### config.mk
export PLATFORM = sky130hd
export DESIGN_NAME = sipo_deser
export DESIGN_NICKNAME = d
export VERILOG_FILES = /design/src/rtl/sipo_pkg.sv /design/src/rtl/sipo_out_reg.sv /design/src/rtl/sipo_deser.sv
export SDC_FILE = /design/constraint.sdc
export NUM_CORES = 1
export LEC_CHECK = 0
export ABC_AREA = 1
export BUFFER_PORTS_ARGS = -buffer_cell sky130_fd_sc_hd__buf_2
export CORE_MARGIN = 4
export CORE_UTILIZATION = 45
export DETAILED_ROUTE_END_ITERATION = 10
export PLACE_DENSITY_LB_ADDON = 0.25
export SLEW_MARGIN = 20
export SYNTH_ARGS = -nofsm -noshare
export SYNTH_HDL_FRONTEND = slang
export SYNTH_SLANG_ARGS = --single-unit
### constraint.sdc
create_clock -name clk -period 1.39 [get_ports clk]
set_clock_uncertainty 0.2 [all_clocks]
set_input_delay 0.0695 -clock clk [delete_from_list [all_inputs] [get_ports clk]]
set_output_delay 0.0695 -clock clk [all_outputs]
set_load 0.005 [all_outputs]
### src/rtl/sipo_pkg.sv
// Shared types and helpers for the serial-in/parallel-out deserializer.
// The PAR state exists only when SIPO_DESER_PARITY_EN is defined.
package sipo_pkg;

    localparam int DEFAULT_WIDTH = 4;

`ifdef SIPO_DESER_PARITY_EN
    typedef enum logic [1:0] {IDLE, SHIFT, PAR} state_t;
`else
    typedef enum logic [1:0] {IDLE, SHIFT} state_t;
`endif

    // Even-parity bit: the value that makes the total count of ones even.
    function automatic logic even_parity(input logic [63:0] v);
        return ^v;
    endfunction

endpackage

### src/rtl/sipo_out_reg.sv
// Output holding register for sipo_deser: valid/ready handshake, sticky overrun
// and the parity-error flag that travels with the held word.
module sipo_out_reg
    import sipo_pkg::*;
#(
    parameter int WIDTH = DEFAULT_WIDTH
) (
    input  logic             clk,
    input  logic             reset,
    input  logic             load,
    input  logic [WIDTH-1:0] word,
    input  logic             perr,
    input  logic             out_ready,
    input  logic             ovr_clr,
    output logic [WIDTH-1:0] out,
    output logic             out_valid,
    output logic             overrun,
    output logic             parity_err
);

    logic accept;

    // A completed word is taken if the slot is empty or being drained this cycle.
    assign accept = load && (!out_valid || out_ready);

    always_ff @(posedge clk) begin
        if (reset) begin
            out        <= '0;
            out_valid  <= 1'b0;
            overrun    <= 1'b0;
            parity_err <= 1'b0;
        end else begin
            if (accept) begin
                out        <= word;
                parity_err <= perr;
                out_valid  <= 1'b1;
            end else if (out_ready) begin
                out_valid <= 1'b0;
            end

            if (load && out_valid && !out_ready) begin
                overrun <= 1'b1;
            end else if (ovr_clr) begin
                overrun <= 1'b0;
            end
        end
    end

endmodule

### src/rtl/sipo_deser.sv
// Serial-in/parallel-out deserializer with start-bit framing and a held output.
// Define SIPO_DESER_PARITY_EN to append an even-parity bit after each word.
module sipo_deser
    import sipo_pkg::*;
#(
    parameter int WIDTH     = DEFAULT_WIDTH,
    parameter int MSB_FIRST = 1
) (
    input  logic             clk,
    input  logic             reset,
    input  logic             din,
    input  logic             shift,
    input  logic             start,
    output logic [WIDTH-1:0] out,
    output logic             out_valid,
    input  logic             out_ready,
    output logic             overrun,
    input  logic             ovr_clr,
    output logic             busy,
    output logic             parity_err
);

    localparam int CW = $clog2(WIDTH + 1);

    state_t           state;
    logic [CW-1:0]    cnt;
    logic [WIDTH-1:0] sreg;
    logic [WIDTH-1:0] word_nxt;
    logic [CW-1:0]    bit_pos;
    logic [CW-1:0]    tgt;
    logic             complete;
    logic             perr_nxt;
    logic [WIDTH-1:0] load_word;

    // Bit position of the incoming din; a start always lands at bit 0.
    always_comb begin
        bit_pos  = (start || state == IDLE) ? '0 : cnt;
        tgt      = (MSB_FIRST != 0) ? (CW'(WIDTH - 1) - bit_pos) : bit_pos;
        word_nxt = sreg;
        for (int i = 0; i < WIDTH; i++) begin
            if (CW'(i) == tgt) word_nxt[i] = din;
        end
    end

`ifdef SIPO_DESER_PARITY_EN
    assign complete  = shift && !start && (state == PAR);
    assign load_word = sreg;
    assign perr_nxt  = din ^ even_parity(64'(sreg));
`else
    assign complete  = shift && !start && (state == SHIFT) && (cnt == CW'(WIDTH - 1));
    assign load_word = word_nxt;
    assign perr_nxt  = 1'b0;
`endif

    always_ff @(posedge clk) begin
        if (reset) begin
            state <= IDLE;
            cnt   <= '0;
        end else if (shift) begin
            if (start) begin
                sreg  <= word_nxt;
                cnt   <= CW'(1);
                state <= SHIFT;
            end else begin
                case (state)
                    SHIFT: begin
                        sreg <= word_nxt;
                        if (cnt == CW'(WIDTH - 1)) begin
`ifdef SIPO_DESER_PARITY_EN
                            cnt   <= cnt + CW'(1);
                            state <= PAR;
`else
                            cnt   <= '0;
                            state <= IDLE;
`endif
                        end else begin
                            cnt <= cnt + CW'(1);
                        end
                    end
`ifdef SIPO_DESER_PARITY_EN
                    PAR: begin
                        cnt   <= '0;
                        state <= IDLE;
                    end
`endif
                    default: begin
                        state <= IDLE;
                    end
                endcase
            end
        end
    end

    assign busy = (state != IDLE);

    sipo_out_reg #(
        .WIDTH(WIDTH)
    ) u_out_reg (
        .clk       (clk),
        .reset     (reset),
        .load      (complete),
        .word      (load_word),
        .perr      (perr_nxt),
        .out_ready (out_ready),
        .ovr_clr   (ovr_clr),
        .out       (out),
        .out_valid (out_valid),
        .overrun   (overrun),
        .parity_err(parity_err)
    );

endmodule

==> impl_metrics.yaml <==
status:
  status: "finished, final reports clean"
pwr:
  p_leak_uw: 0.000442
  powerDensity_nw_per_um2: 822
  p_total_uw: 775
  vdd_drop_max_mv: 0.611
synth:
  netlist_instances: 93
  async_flop_share_pct: 0
  synth-seq-cells: 14
  ys_seq_area_share_pct: 47.6
  netlist_top_cells_area: "dfxtp_1 30%, edfxtp_1 18%, nand2_1 16%"
  avgSynthCellArea_sq_um: 7.24
  synth_edf_count: 4
  syn_nets: 101
  synth_cell_type_count: 18
  yosysWarnings: 0
  synth_area_sq_um: 673
  yosysTopAreaCell: "dfxtp_1"
  synthDominantCellAreaShare_pct: 29.7
  ys.flop_type: "dfxtp_1"
grt:
  antenna_found_initial: 0
  grt_pass1_vias: 656
  grt_remaining_overflow: 0
  grt_pass1_wl_um: 2800
  grt_max_degree: 10
  track_usage_pct: 19.1
floorplanning:
  io_pins: 15
  die_h_um: 46.7
  rows: 13
  dieArea_sq_um: 2180
  core_sq_um: 1350
  dieWidth_um: 46.7
  initial_core_util_pct: 49.9
placement:
  gp_congestion: 0.820
  dp_cells: 124
  dp_hpwl_um: 1050
  placed_area_sq_um: 779
  port_buffers: 13
layout:
  nFillCells: 115
  num-nets-final: 129
  design_area_sq_um: 943
  area_delta_synth_final_pct: 40.1
  stdcell_count: 135
  drive_gt1_share_pct: 30.8
  diodes: 0
clocking:
  cts_made_buffers: 3
  cts.path.max_buffers: 2
  cts_sinks: 14
  clkTransAtPathRegs_ps: 90
  h-tree-depth: 1
  clockRootBuffer: "clkbuf_4"
  clkLatencyLatePin_ps: 290
  cts_tree: "yes"
worst_setup_path:
  cp_cell_sequence: "inv_1, nor2_1, nand2_2, nand3_1, nand2_1, nor2_1, nor2_1"
  rrSetupSlack_ps: 30
  cp_num_cells: 7
  slowest_delay_ps: 440
  cpMaxStageDelayCell: "dfxtp_2"
  critPathMaxFanout: 7
  timing.rr.end: "u_out_reg.out[3]$_SDFFE_PP0P_"
  crit_path_frequent_cell: "nor2_1"
  crit_buf_inv: 1
  critPathKind: "reg2reg"
  crit_path_end_kind: "flip-flop"
  reg2reg_from: "state[0]$_SDFFE_PP0P_"
  r2r_cells: 7
  cp-start-kind: "flip-flop"
  worstPathArrival_ps: 1360
  worstPathRequired_ps: 1380
  crit_family: "simple AND/OR/NAND/NOR gates"
worst_hold_path:
  hold_end: "u_out_reg.overrun$_SDFFE_PP0P_"
  hold_class: "reg2reg"
  hp-start: "u_out_reg.overrun$_SDFFE_PP0P_"
  whs_path_depth: 2
route:
  drtAntennaViolNets: 0
  route.detailed.drc: 0
  drt_iter0_markers: 18
  drtPass1Iterations: 4
  vias: 700
  viasPerCell: 5.19
  routed_wl_um: 1730
  wire_per_inst_um: 12.8
sta:
  fin_crit_ps: 1360
  max_freq_ghz: 0.734
  setup_violations: 0
  final_max_slew_viol_count: 0
  fin_crit_sh_pct: 98.0
  hold_viol: 0
  hold_slack_ps: 263
job:
  max_cap_violations: 0
## synthesized netlist by cell type, types with 2 or more instances
master     n
edfxtp_1   4
nand2_1   29
a21oi_1    6
nand3_1    5
o21ai_1    2
dfxtp_1   10
nor2_1    14
inv_1     13
## metal layers
layer | track usage (%) | wire length, um
met5 | 0 | 0
met4 | 15.5 | 116
met3 | 5.08 | 120
met2 | 31.3 | 814
met1 | 20.3 | 680
## registers in the layout, summed over array words and instances (netlist names)
register             flops
u_out_reg.out_valid      1
state                    1
u_out_reg.out            4
cnt                      3
sreg                     4
u_out_reg.overrun        1
## layout make-up
type                       instances  area [sq um]  share of cell area, %
multi-input combinational         65           355                   37.7
sequential                        14           327                   34.6
timing repair buffer              23           161                   17.1
inverter                          14          55.1                   5.84
clock buffer                       3          22.5                   2.39
tap                               15          18.8                   1.99
clock inverter                     1          3.75                  0.398
## placed cells by master (no fill, tap or decap)
cell | netlist | final
conb_1 | 1 | 1
inv_2 | 1 | 1
nor2_1 | 14 | 12
inv_1 | 13 | 12
nor2_2 | 0 | 1
dfxtp_4 | 0 | 1
o21ai_1 | 2 | 2
dfxtp_2 | 0 | 2
buf_4 | 1 | 4
dfxtp_1 | 10 | 7
nand2_2 | 1 | 3
o21ai_2 | 0 | 1
nor2_4 | 1 | 2
edfxtp_1 | 4 | 4
nand2_1 | 29 | 27
a21oi_1 | 6 | 6
clkinv_1 | 0 | 1
buf_6 | 0 | 1
buf_2 | 0 | 12
nand2_4 | 1 | 2
nand3_4 | 0 | 2
ha_4 | 0 | 1
a31oi_1 | 1 | 1
inv_4 | 0 | 1
clkbuf_4 | 0 | 3
nand3_1 | 5 | 4
dlygate4sd3_1 | 0 | 6
## cell families after synthesis
logic type / count (synthesis) / share of synthesized area [%]
simple gates: 52 / 33.5
buf+inv: 15 / 8.92
flops: 14 / 47.6
compound gates: 10 / 7.62
fa+ha+maj: 1 / 1.86
other cells: 1 / 0.557
## per-stage QoR
step	setup TNS (ps)	util, %	worst slack [ps]
global route	-61.1	69.9	-45.0
detailed placement	0	57.7	14.3
finish	0	69.9	28.0
CTS	0	64.8	25.2
global placement	0	57.7	5.84
floorplan	0	-	35.9
## what timing repair did
action                     4_1_cts  5_1_grt
setup endpoints to repair        3       12
gates cloned                     0        1
setup buffers                    0        1
hold buffers                     6        0
resized for setup                3       17
pin swaps                        1        6
hold endpoints to repair        12        0
## how the worst max path moves through the flow
stage                                     start                             to  slack [ps]
after CTS                                 start              sreg[0]$_DFFE_PP_          30
final                     state[0]$_SDFFE_PP0P_  u_out_reg.out[3]$_SDFFE_PP0P_          30
after global routing      state[0]$_SDFFE_PP0P_  u_out_reg.out[3]$_SDFFE_PP0P_         -40
after global placement      cnt[0]$_SDFFE_PP0P_  u_out_reg.out[1]$_SDFFE_PP0P_           6
after detailed placement    cnt[0]$_SDFFE_PP0P_  u_out_reg.out[3]$_SDFFE_PP0P_          10
after floorplan             cnt[0]$_SDFFE_PP0P_  u_out_reg.out[0]$_SDFFE_PP0P_          40
## worst min-delay path, cell delays in order (launching register included)
cell	delay, ps
dfxtp_1	320
nand2_1	60
a21oi_1	50
## report_power, final
part           total (uW)  internal, uW  switching [uW]  leakage, uW
Combinational        87.4          38.7            48.7     0.000307
Sequential            439           429            10.3     0.000119
Clock                 249           105             144    0.0000154
Total                 775           572             203     0.000442
No activity file was read; power rests on OpenSTA's default activity.
